<file path="config.mk">
export PLATFORM = sky130hd
export DESIGN_NAME = adder_arbiter_flat
export DESIGN_NICKNAME = d
export VERILOG_FILES = /design/src/rtl/adder_arbiter_if.sv /design/src/rtl/adder_arbiter.sv /design/src/flat_wrapper.sv
export SDC_FILE = /design/constraint.sdc
export NUM_CORES = 1
export LEC_CHECK = 0
export BUFFER_PORTS_ARGS = -buffer_cell sky130_fd_sc_hd__buf_2
export CAP_MARGIN = 25
export CORE_AREA = 2 2 168 170
export DETAILED_ROUTE_END_ITERATION = 6
export DIE_AREA = 0 0 170 172
export SYNTH_ARGS = -nofsm -noshare
export SYNTH_HDL_FRONTEND = slang
export SYNTH_SLANG_ARGS = --single-unit
</file>
<file path="constraint.sdc">
create_clock -name clk -period 2.02 [get_ports clk]
set_input_delay 0.606 -clock clk [delete_from_list [all_inputs] [get_ports clk]]
set_output_delay 0.606 -clock clk [all_outputs]
set_load 0.01 [all_outputs]
</file>
<file path="src/rtl/adder_arbiter_if.sv">
// adder_arbiter_if: request, response and shared-adder signals of adder_arbiter.
// master = requesters plus the external adder (bench side); slave = the arbiter.
interface adder_arbiter_if #(
  parameter int WIDTH = 32
);
  logic               req0_valid;
  logic               req0_ready;
  logic [2*WIDTH-1:0] req0_a;
  logic [2*WIDTH-1:0] req0_b;
  logic               req0_cin;
  logic               req0_dbl;

  logic               req1_valid;
  logic               req1_ready;
  logic [2*WIDTH-1:0] req1_a;
  logic [2*WIDTH-1:0] req1_b;
  logic               req1_cin;
  logic               req1_dbl;

  logic [WIDTH-1:0]   add_a;
  logic [WIDTH-1:0]   add_b;
  logic               add_cin;
  logic [WIDTH-1:0]   add_s;
  logic               add_cout;

  logic               rsp0_valid;
  logic               rsp1_valid;
  logic [2*WIDTH-1:0] rsp_sum;
  logic               rsp_cout;

  modport master (
    output req0_valid, req0_a, req0_b, req0_cin, req0_dbl,
    output req1_valid, req1_a, req1_b, req1_cin, req1_dbl,
    input  req0_ready, req1_ready,
    input  add_a, add_b, add_cin,
    output add_s, add_cout,
    input  rsp0_valid, rsp1_valid, rsp_sum, rsp_cout
  );

  modport slave (
    input  req0_valid, req0_a, req0_b, req0_cin, req0_dbl,
    input  req1_valid, req1_a, req1_b, req1_cin, req1_dbl,
    output req0_ready, req1_ready,
    output add_a, add_b, add_cin,
    input  add_s, add_cout,
    output rsp0_valid, rsp1_valid, rsp_sum, rsp_cout
  );
endinterface

</file>
<file path="src/rtl/adder_arbiter.sv">
// adder_arbiter: round-robin sharing of one external WIDTH-bit adder between two
// requesters. Each accepted op runs LO (and HI for double width) passes through
// the adder, then pulses rsp<id>_valid for one cycle in DONE.
// Optional feature: define ADDER_ARB_DBL_EN to build the HI pass and 2*WIDTH-bit
// adds; without it req*_dbl is ignored and every op is WIDTH bits wide.
module adder_arbiter #(
  parameter int WIDTH = 32
) (
  input logic           clk,
  input logic           rst,
  adder_arbiter_if.slave bus
);

`ifdef ADDER_ARB_DBL_EN
  typedef enum logic [1:0] {IDLE, LO, HI, DONE} state_t;
  localparam bit DblEn = 1'b1;
`else
  typedef enum logic [1:0] {IDLE, LO, DONE} state_t;
  localparam bit DblEn = 1'b0;
`endif

  state_t             state;
  state_t             state_nxt;

  logic               last_grant;
  logic               op_id;
  logic [2*WIDTH-1:0] op_a;
  logic [2*WIDTH-1:0] op_b;
  logic               op_cin;
  logic               op_dbl;
  logic [2*WIDTH-1:0] sum;
  logic               carry;

  logic               grant0;
  logic               grant1;
  logic               in_idle;
  logic               accept;

  // Round-robin grant: on contention the requester that did not win last time goes.
  always_comb begin
    grant0         = bus.req0_valid && (!bus.req1_valid || last_grant);
    grant1         = bus.req1_valid && (!bus.req0_valid || !last_grant);
    in_idle        = (state == IDLE) && !rst;
    bus.req0_ready = in_idle && grant0;
    bus.req1_ready = in_idle && grant1;
    accept         = in_idle && (grant0 || grant1);
  end

  // State register.
  always_ff @(posedge clk) begin
    if (rst) state <= IDLE;
    else     state <= state_nxt;
  end

  // Next state, shared-adder operand steering and response pulses.
  always_comb begin
    state_nxt      = state;
    bus.add_a      = '0;
    bus.add_b      = '0;
    bus.add_cin    = 1'b0;
    bus.rsp0_valid = 1'b0;
    bus.rsp1_valid = 1'b0;
    case (state)
      IDLE: begin
        if (accept) state_nxt = LO;
      end
      LO: begin
        bus.add_a   = op_a[WIDTH-1:0];
        bus.add_b   = op_b[WIDTH-1:0];
        bus.add_cin = op_cin;
        state_nxt   = DONE;
`ifdef ADDER_ARB_DBL_EN
        if (op_dbl) state_nxt = HI;
`endif
      end
`ifdef ADDER_ARB_DBL_EN
      HI: begin
        bus.add_a   = op_a[2*WIDTH-1:WIDTH];
        bus.add_b   = op_b[2*WIDTH-1:WIDTH];
        bus.add_cin = carry;
        state_nxt   = DONE;
      end
`endif
      DONE: begin
        bus.rsp0_valid = !op_id;
        bus.rsp1_valid = op_id;
        state_nxt      = IDLE;
      end
      default: state_nxt = IDLE;
    endcase
  end

  // Operand capture on accept and result/carry capture after each adder pass.
  always_ff @(posedge clk) begin
    if (rst) begin
      last_grant <= 1'b1;
      op_id      <= 1'b0;
      op_a       <= '0;
      op_b       <= '0;
      op_cin     <= 1'b0;
      op_dbl     <= 1'b0;
      sum        <= '0;
      carry      <= 1'b0;
    end else begin
      if (accept) begin
        op_id      <= !grant0;
        last_grant <= !grant0;
        op_a       <= grant0 ? bus.req0_a : bus.req1_a;
        op_b       <= grant0 ? bus.req0_b : bus.req1_b;
        op_cin     <= grant0 ? bus.req0_cin : bus.req1_cin;
        op_dbl     <= DblEn && (grant0 ? bus.req0_dbl : bus.req1_dbl);
      end
      if (state == LO) begin
        sum[WIDTH-1:0] <= bus.add_s;
        carry          <= bus.add_cout;
        if (!op_dbl) sum[2*WIDTH-1:WIDTH] <= '0;
      end
`ifdef ADDER_ARB_DBL_EN
      if (state == HI) begin
        sum[2*WIDTH-1:WIDTH] <= bus.add_s;
        carry                <= bus.add_cout;
      end
`endif
    end
  end

  assign bus.rsp_sum  = sum;
  assign bus.rsp_cout = carry;

endmodule
</file>
<file path="src/flat_wrapper.sv">
// flat-port wrapper written by rule: the top's interface ports become plain ports
module adder_arbiter_flat 
#(
  parameter int WIDTH = 32
)
  (clk, rst, bus_req0_valid, bus_req0_a, bus_req0_b, bus_req0_cin, bus_req0_dbl, bus_req1_valid, bus_req1_a, bus_req1_b, bus_req1_cin, bus_req1_dbl, bus_req0_ready, bus_req1_ready, bus_add_a, bus_add_b, bus_add_cin, bus_add_s, bus_add_cout, bus_rsp0_valid, bus_rsp1_valid, bus_rsp_sum, bus_rsp_cout);
  adder_arbiter_if #(.WIDTH(WIDTH)) bus_i ();
  input logic clk;
  input logic rst;
  input wire logic [$bits(bus_i.req0_valid)-1:0] bus_req0_valid;
  input wire logic [$bits(bus_i.req0_a)-1:0] bus_req0_a;
  input wire logic [$bits(bus_i.req0_b)-1:0] bus_req0_b;
  input wire logic [$bits(bus_i.req0_cin)-1:0] bus_req0_cin;
  input wire logic [$bits(bus_i.req0_dbl)-1:0] bus_req0_dbl;
  input wire logic [$bits(bus_i.req1_valid)-1:0] bus_req1_valid;
  input wire logic [$bits(bus_i.req1_a)-1:0] bus_req1_a;
  input wire logic [$bits(bus_i.req1_b)-1:0] bus_req1_b;
  input wire logic [$bits(bus_i.req1_cin)-1:0] bus_req1_cin;
  input wire logic [$bits(bus_i.req1_dbl)-1:0] bus_req1_dbl;
  output wire logic [$bits(bus_i.req0_ready)-1:0] bus_req0_ready;
  output wire logic [$bits(bus_i.req1_ready)-1:0] bus_req1_ready;
  output wire logic [$bits(bus_i.add_a)-1:0] bus_add_a;
  output wire logic [$bits(bus_i.add_b)-1:0] bus_add_b;
  output wire logic [$bits(bus_i.add_cin)-1:0] bus_add_cin;
  input wire logic [$bits(bus_i.add_s)-1:0] bus_add_s;
  input wire logic [$bits(bus_i.add_cout)-1:0] bus_add_cout;
  output wire logic [$bits(bus_i.rsp0_valid)-1:0] bus_rsp0_valid;
  output wire logic [$bits(bus_i.rsp1_valid)-1:0] bus_rsp1_valid;
  output wire logic [$bits(bus_i.rsp_sum)-1:0] bus_rsp_sum;
  output wire logic [$bits(bus_i.rsp_cout)-1:0] bus_rsp_cout;
  assign bus_i.req0_valid = bus_req0_valid;
  assign bus_i.req0_a = bus_req0_a;
  assign bus_i.req0_b = bus_req0_b;
  assign bus_i.req0_cin = bus_req0_cin;
  assign bus_i.req0_dbl = bus_req0_dbl;
  assign bus_i.req1_valid = bus_req1_valid;
  assign bus_i.req1_a = bus_req1_a;
  assign bus_i.req1_b = bus_req1_b;
  assign bus_i.req1_cin = bus_req1_cin;
  assign bus_i.req1_dbl = bus_req1_dbl;
  assign bus_req0_ready = bus_i.req0_ready;
  assign bus_req1_ready = bus_i.req1_ready;
  assign bus_add_a = bus_i.add_a;
  assign bus_add_b = bus_i.add_b;
  assign bus_add_cin = bus_i.add_cin;
  assign bus_i.add_s = bus_add_s;
  assign bus_i.add_cout = bus_add_cout;
  assign bus_rsp0_valid = bus_i.rsp0_valid;
  assign bus_rsp1_valid = bus_i.rsp1_valid;
  assign bus_rsp_sum = bus_i.rsp_sum;
  assign bus_rsp_cout = bus_i.rsp_cout;
  adder_arbiter #(.WIDTH(WIDTH)) u_core (.clk(clk), .rst(rst), .bus(bus_i));
endmodule
</file>
After elaboration in Yosys (flattened, before gate mapping)
Index checks and enable logic that the tools add are counted.

word-level totals
  register bits = 102
  latch bits = 0
  bits in writable memories = 0
  ROM bits = 0
  input bits = 297
  output and inout port bits = 134
  logic and storage cells = 37
  memories kept = 0

cells by class
  add/subtract/negate cells = 0
  multipliers = 0
  div/mod/pow operators = 0
  $lt $le $gt $ge = 0
  equal/unequal tests = 3
  shift-type cells = 0
  muxes and demuxes = 10
  bitwise logic cells = 0
  reduce and logical (&&, ||, !) cells = 16

operators by type and width
  kind                                                                      number
  32-bit 2-to-1 mux                                                         4
  1-bit logical AND                                                         6
  1-bit zero test                                                           6
  1-bit 2-to-1 mux                                                          4
  2-bit one-hot mux with 2 select lines                                     1
  1-bit logical OR                                                          3
  2-bit by 1-bit equality test with 1-bit output (second input constant)    1
  2-bit equality test (second input constant)                               1
  2-bit zero test                                                           1
  2-bit 2-to-1 mux                                                          1
  2-bit by 1-bit inequality test with 1-bit output (second input constant)  1

Longest topological paths before layout
Gate-level depths: netlist of run 1.

  depth after elaboration = 7
  mapped depth = 6
  depth with buffers taken out = 3

Worst setup path after synthesis of run 1
Ideal clock, no wire load.

  kind = input to output
  start = in rst
  end = out bus_req0_ready
  arrival time = 1.465 ns
  data required time = 1.414 ns
  path slack = -0.051 ns
  stages on the path = 4
  path buffers = 3
  cell sequence = clkbuf_1 buf_2 buf_1 nor4_2

on the way
  longest elaborated chain between the ends = 3

RTL lines
  item               line                 source
  start, declared    flat_wrapper.sv:9    input logic rst;
  1-bit zero test    adder_arbiter.sv:43  in_idle = (state == IDLE) && !rst;
  1-bit logical AND  adder_arbiter.sv:43
  1-bit logical AND  adder_arbiter.sv:44  bus.req0_ready = in_idle && grant0;
  end, declared      flat_wrapper.sv:20   output wire logic [$bits(bus_i.req0_ready)-1:0] bus_req0_ready;

Every way passes these cells.

Final worst setup path of run 1
  start = reg u_core.state[0]
  end = out bus_add_a[22]

on the way
  longest elaborated chain between the ends = 2

RTL lines
  item                                            line                 source
  start, declared                                 adder_arbiter.sv:22  state_t state;
  start signal, assigned                          adder_arbiter.sv:52  else state <= state_nxt;
  2-bit by 1-bit equality test with 1-bit output  adder_arbiter.sv:63  case (state)
  32-bit 2-to-1 mux                               adder_arbiter.sv:63
  end, declared                                   flat_wrapper.sv:22   output wire logic [$bits(bus_i.add_a)-1:0] bus_add_a;

Every way passes these cells.

==> summary.md, run 1 <==
| Metric | Value |
|---|---|
| Min-delay worst type | reg2reg |
| Filler instances | between 3000 and 4000 |
| CTS max path bufs | 2 |
| Slowest-stage cell, CP | dfxtp_4 |
| Multi-input gate area | ~0.0027 mm^2 |
| Synth Area in Adders | 0 |
| Initial antenna violation count | 1 |
| # DRC | 0 |
| Critical path required time | 1.41 ns |
| Via density | roughly 4.6 |
| Area grow syn2layout | 45.0% |
| Post-DP HPWL | 13000 um |
| Setup TNS | -2.05 ns |
| Leakage | 3.28 nW |
| Violated checks | negative setup slack |
| Synth area leaders | dfxtp_1 39%, nor4_1 15%, a21oi_1 9.6% |
| Pwr dens | about 740 mW/mm^2 |
| Die height | about 170 um |
| Nets@finish | around 1200 |
| Area leader, netlist | dfxtp_1 |
| Simple-gate area share of the yosys netlist | 0.376 |
| Share of layout cells above drive strength 1 | 0.421 |
| Antenna viol nets, final | 0 |
| Crit path time final | between 2 and 2.5 ns |
| Core Util, Final | 0.275 |
| Place WS | 0.0249 ns |
| Worst VDD drop | approximately 0.35 mV |
| Worst-path clk slew | 0.09 ns |
| Die Span X | roughly 170 um |
| Setup ws final | -0.0578 ns |
| Drt first-iter violations | approximately 360 |
| Worst Path Arrival | 1.47 ns |
| Rel. slew slack | 0.613 |
| Root Buffer | clkbuf_16 |
| Crit Path Category | reg2out |
| Most used DFF post-synth | dfxtp_1 |
| Synth Instances | roughly 660 |
| Total track usage | 0.131 |
| DR pass1 iterations | 4 |
| First-pass GRT wire length | 29700 um |
| Pin count of the biggest net entering global routing | around 110 |
| Synth Register Bits | ~100 |
| Buf/Inv on CP | 3 |
| Largest stage delay on the critical path | 0.35 ns |
| Synth cell types | 30 |
| Num rows | just over 60 |
| Register area share after synthesis | 0.392 |
| Crit end category | output pin |
| Combinational family with the most area after synthesis | simple AND/OR/NAND/NOR gates |
| Vias in the first global route | about 5400 |
| Num Clock Sinks | approximately 100 |
| F_max | 481 MHz |
| CP max FO | 6 |
| Post-Route WL | between 20000 and 25000 um |
| Clk_skew | roughly 0.013 ns |
| Yosys warning count | 0 |
| Reg2reg path depth | 5 |
| Async set-reset flop share out of synthesis | 0 |
| Post-synth EDFFs | 0 |
| Total number of vias | approximately 5800 |
| Final Wtd Congestion | about 0.73 |
| Critical Path Stages | 5 |
| Run status | finished with violations |
| Area share of xor/xnor cells in the synthesized design | 0 |
| Io pins | 431 |
| Fin. Hold Viols | 0 |
| Synth Area in Compound Gates | 0.100 |
| Max-cap viol count | 0 |
| Final worst-path cycle share | 1.03 |
| CTS tree | done |
| Port-buffer cells | 268 |
| Finish-stage setup viols | 65 |
| Starting Density | 0.190 |
| Synth top area share | 0.392 |
| Crit path max-delay family | buffers and inverters |
| Core area | around 0.027 mm^2 |
| Num CTS Buffers | 9 |
| RSZ-0062 raised after global routing | yes |
| Die ar. | 0.0292 mm^2 |
| Critical path cell sequence | nor2b_4 -> buf_12 -> clkbuf_16 -> and2_1 -> buf_2 |
| Global route overflow | 0 |
| Clock Latency Late Sink | approximately 0.36 ns |
| Mux cell area share after synthesis | 0 |
| CP Launch Type | register |
| WL/cell | about 17 um |
| Least-Margin Pin Slew | just under 0.6 ns |
| Slew Limit Fails | 0 |
| Synth Area per Inst | slightly below 8 um^2 |
| H-tree depth | 3 |
| Register Area | approximately 0.0021 mm^2 |
| Hold depth | 2 |
| Mapped Area | around 0.0052 mm^2 |
[metal layers]
layer,GRT usage,wire length [um],part of all wire,vias up
met2,0.218,9710,0.46,242
met4,0.0372,309,0.015,0
met5,0,0,0,-
met1,0.165,9580,0.45,2726
met3,0.0369,1600,0.075,24
li1,-,-,-,2760
[where the power goes]
group / internal (mW) / switching (mW)
clock network: 0.884 / 0.945
logic: 0.647 / 0.816
registers: 2.21 / 0.0980
[synth_stat cells, types with 2 or more instances]
master	number
nor3_1	60
nand2_1	66
dfxtp_1	102
nor4_2	8
buf_1	4
a21oi_1	100
clkbuf_1	25
buf_4	44
buf_6	8
nor3b_1	2
nor3_2	6
and2_1	65
nor4_1	123
buf_2	27
[worst paths after layout]
check	startpoint	endpoint	slack [ns]
setup / recovery	u_core.state[0]	bus_add_a[22]	-0.06
setup reg to reg	u_core.state[1]	u_core.op_b[0]	0.41
hold reg to reg	u_core.bus.rsp_sum[22]	u_core.bus.rsp_sum[22]	0.45
hold / removal	u_core.bus.rsp_sum[22]	u_core.bus.rsp_sum[22]	0.45
[cell families (layout without fill, tap and decap cells)]
| logic type | count (synthesis) | after routing |
|---|---|---|
| AOI/OAI and AO/OA | 103 | 103 |
| buffers and inverters | 110 | 316 |
| DFF | 102 | 102 |
| other | 1 | 33 |
| and+or+nand+nor | 340 | 340 |
[area by class of cell]
class / count / share of cell area
Multi-Input combinational cell: 475 / 0.361
Sequential cell: 102 / 0.271
Timing Repair Buffer: 299 / 0.270
Tap cell: 346 / 0.0573
Clock buffer: 9 / 0.0298
Clock inverter: 7 / 0.0101
Inverter: 1 / 0.000497
Antenna cell: 1 / 0.000331
[repair_timing]
| action | 4_1_cts | 5_1_grt |
|---|---|---|
| cloned | 2 | 5 |
| endpoints found under the hold margin | 0 | 0 |
| setup endpoints to repair | 67 | 67 |
| gates resized for setup | 23 | 72 |
| hold buffers | 0 | 0 |
| buffers inserted | 4 | 1 |
| pin swaps | 3 | 32 |
[through the flow]
step	power, mW	cell area [um^2]	std cells	hold slack [ns]
floorplan	3.20	5330	687	0.463
global placement	3.60	6660	1211	0.441
detailed placement	3.61	6660	1211	0.446
CTS	5.56	7140	1233	0.458
global route	5.91	7560	1239	0.469
finish	5.60	7560	1240	0.455
[cells in the final DEF (no fill, tap or decap), drive strengths merged]
master / count
buf: 295
nor4: 131
dfxtp: 102
a21oi: 100
nand2: 66
nor3: 66
and2: 65
conb: 32
clkbuf: 13
inv: 4
clkinv: 4
or2: 3
nor3b: 2
nor2: 2
diode: 1
nor2b: 1
and2b: 1
a21bo: 1
and3b: 1
nand2b: 1
o21ai: 1
and3: 1
o21bai: 1
[worst min-delay path, delay by kind of cell, from the launching register on]
kind / cells / cell delay (ns)
flops: 1 / 0.31
compound gates: 1 / 0.05
simple gates: 1 / 0.05
[registers in the layout, indices dropped and copies added (netlist names)]
signal               flops
u_core.bus.rsp_cout      1
u_core.bus.rsp_sum      32
u_core.op_id             1
u_core.state             2
u_core.op_b             32
u_core.op_cin            1
u_core.last_grant        1
u_core.op_a             32
(Power assumes the default switching activity.)
==> run 2: changes to the inputs <==
- clock period: 2.02 -> 2 ns (I/O delays scaled with it)
==> run 2 against run 1 <==
Compared with the run above: the flow still finishes with violations (negative setup slack); combinational power barely moved; design area fell by 0.91%; total power rose by 0.60%; clock-buffer cell count did not move; sequential cell count did not move; setup slack got worse by 0.029 ns; sequential share of layout area rose by 0.25 points; hold slack barely moved; via count fell by 0.97%; wire length fell by 1.2%.
==> summary.md, run 2 (same netlist as run 1, synthesis figures left out) <==
| Metric | Value |
|---|---|
| DP Area | 0.00672 mm^2 (+0.79%) |
| Finish-stage setup viols | 65 (unchanged) |
| Nets@finish | 1186 (+0.084%) |
| Filler instances | 3012 (-0.30%) |
| Routed wl met3 | 1460 um (-8.4%) |
| Num Clock Sinks | 102 (unchanged) |
| CP max FO | 23 (+17) |
| Crit end category | output pin |
| Total number of vias | 5696 (-0.97%) |
| # DRC | 0 (unchanged) |
| Starting Density | 0.190 (unchanged) |
| Crit Path Category | reg2out |
| Critical path required time | 1.40 ns (about the same) |
| Fin. Hold Viols | 0 (unchanged) |
| Setup ws final | -0.0873 ns (-0.0295 ns) |
| Die Span X | 170 um (unchanged) |
| Die ar. | 0.0292 mm^2 (unchanged) |
| Final Wtd Congestion | 0.719 (-2.1%) |
| Share of layout cells above drive strength 1 | 0.409 (-0.0117) |
| Violated checks | negative setup slack |
| Least-Margin Pin Slew | 0.555 ns (-0.0263 ns) |
| Commonest non-fill, non-tap cell in the layout | buf_2 |
| Area grow syn2layout | 43.6% |
| Vias in the first global route | 5346 (-0.94%) |
| Hold depth | 2 (unchanged) |
| Total track usage | 0.136 (+0.00471) |
| Setup TNS | -3.85 ns (-1.80 ns) |
| First-pass GRT wire length | 30400 um (+2.2%) |
| CTS max path bufs | 2 (unchanged) |
| Pin count of the biggest net entering global routing | 98 (-6.7%) |
| Antenna viol nets, final | 0 (unchanged) |
| CTS tree | done |
| Length of routed wiring on met1 | 9180 um (-4.2%) |
| Root Buffer | clkbuf_16 |
| R2R setup slack | 0.11 ns (-0.30 ns) |
| Slew Limit Fails | 0 (unchanged) |
| Global route overflow | 0 (unchanged) |
| Post-DP HPWL | 13000 um (+0.45%) |
| Reg2reg path depth | 7 (+2) |
| H-tree depth | 3 (unchanged) |
| DR pass1 iterations | 4 (unchanged) |
| Via density | 4.59 (-1.1%) |
| Drt first-iter violations | 263 (-26%) |
| Worst VDD drop | 0.347 mV (+0.37%) |
| Worst-path clk slew | 0.08 ns (about the same) |
| F_max | between 400 and 500 MHz |
| Clock Latency Late Sink | 0.35 ns (about the same) |
| Most frequent cells in the layout | 239 x buf_2, 122 x nor4_1, 100 x a21oi_1 |
| Post-Route WL | 20900 um (-1.2%) |
| Met2 WL | 10100 um (+4.2%) |
| Initial antenna violation count | 2 (+1) |
| Pwr dens | 753 mW/mm^2 (+1.5%) |
| Worst Path Arrival | 1.49 ns (+0.02 ns) |
| Final worst-path cycle share | 1.04 |
| Core area | 0.0275 mm^2 (unchanged) |
| Run status | finished with violations |
| Io pins | 431 (unchanged) |
| Total power | 5.64 mW (+0.60%) |
| Max Used Layer | met4 |
| Core Util, Final | 0.273 (-0.00251) |
| Final non-filler cell area | 0.00749 mm^2 (-0.91%) |
| Leakage | 3.26 nW (-0.61%) |
| Die height | 172 um (unchanged) |
| RSZ-0062 raised after global routing | yes |
| Place WS | 0.0371 ns (+0.0123 ns) |
| Port-buffer cells | 268 (unchanged) |
| Num CTS Buffers | 9 (unchanged) |
| CP Launch Type | register |
| Clk_skew | 0.00983 ns (-0.00275 ns) |
| Num rows | 61 (unchanged) |
| Rel. slew slack | 0.630 (+0.0176) |
| Crit path time final | ~2.1 ns |
| Min-delay worst type | reg2reg |
| Max-cap viol count | 0 (unchanged) |
| WL/cell | 16.9 um (-1.4%) |
[run 2: timing repair]
action	CTS	global route
endpoints found under the setup margin	67	68
gates cloned	3	1
pin swaps	8	13
hold buffers	0	0
hold endpoints to repair	0	0
setup buffers	7	0
resized for setup	26	47
[run 2: final cells by class]
type / instances / area [um^2] / area share
Tap cell: 346 / 433 / 0.0578
Inverter: 1 / 3.75 / 0.000501
Clock buffer: 9 / 225 / 0.0301
Sequential cell: 102 / 2050 / 0.274
Multi-Input combinational cell: 475 / 2710 / 0.362
Timing Repair Buffer: 300 / 1990 / 0.265
Antenna cell: 2 / 5.00 / 0.000668
Clock inverter: 7 / 75.1 / 0.0100
[run 2: per-stage QoR]
step / std cells / hold slack [ns]
4_1_cts: 1239 / 0.445
3_5_place_dp: 1213 / 0.446
2_1_floorplan: 687 / 0.463
6_report: 1242 / 0.454
3_3_place_gp: 1213 / 0.442
5_1_grt: 1240 / 0.455
[run 2: metal layers]
metal	vias to the layer above	track usage
met5	-	0
met4	0	0.0327
met3	17	0.0403
met2	210	0.225
met1	2704	0.173
li1	2765	-
[run 2: path summary, 6_finish.rpt]
| path | to | from |
|---|---|---|
| worst max-delay path | bus_add_b[6] | u_core.state[0] |
| worst min-delay path | u_core.bus.rsp_sum[24] | u_core.bus.rsp_sum[24] |
| worst max register to register | u_core.op_b[19] | u_core.state[0] |
| worst min register to register | u_core.bus.rsp_sum[24] | u_core.bus.rsp_sum[24] |
[run 2: worst max-delay path, stage by stage, from the launching register on]
cell	delay, ns
dfxtp_4	0.35
nor2b_4	0.20
buf_12	0.13
buf_16	0.15
and2_1	0.16
buf_2	0.13
[run 2: power by group]
part | total (mW) | internal [mW] | switching, mW
clock | 1.84 | 0.890 | 0.955
sequential | 2.33 | 2.23 | 0.0978
combinational | 1.46 | 0.642 | 0.817
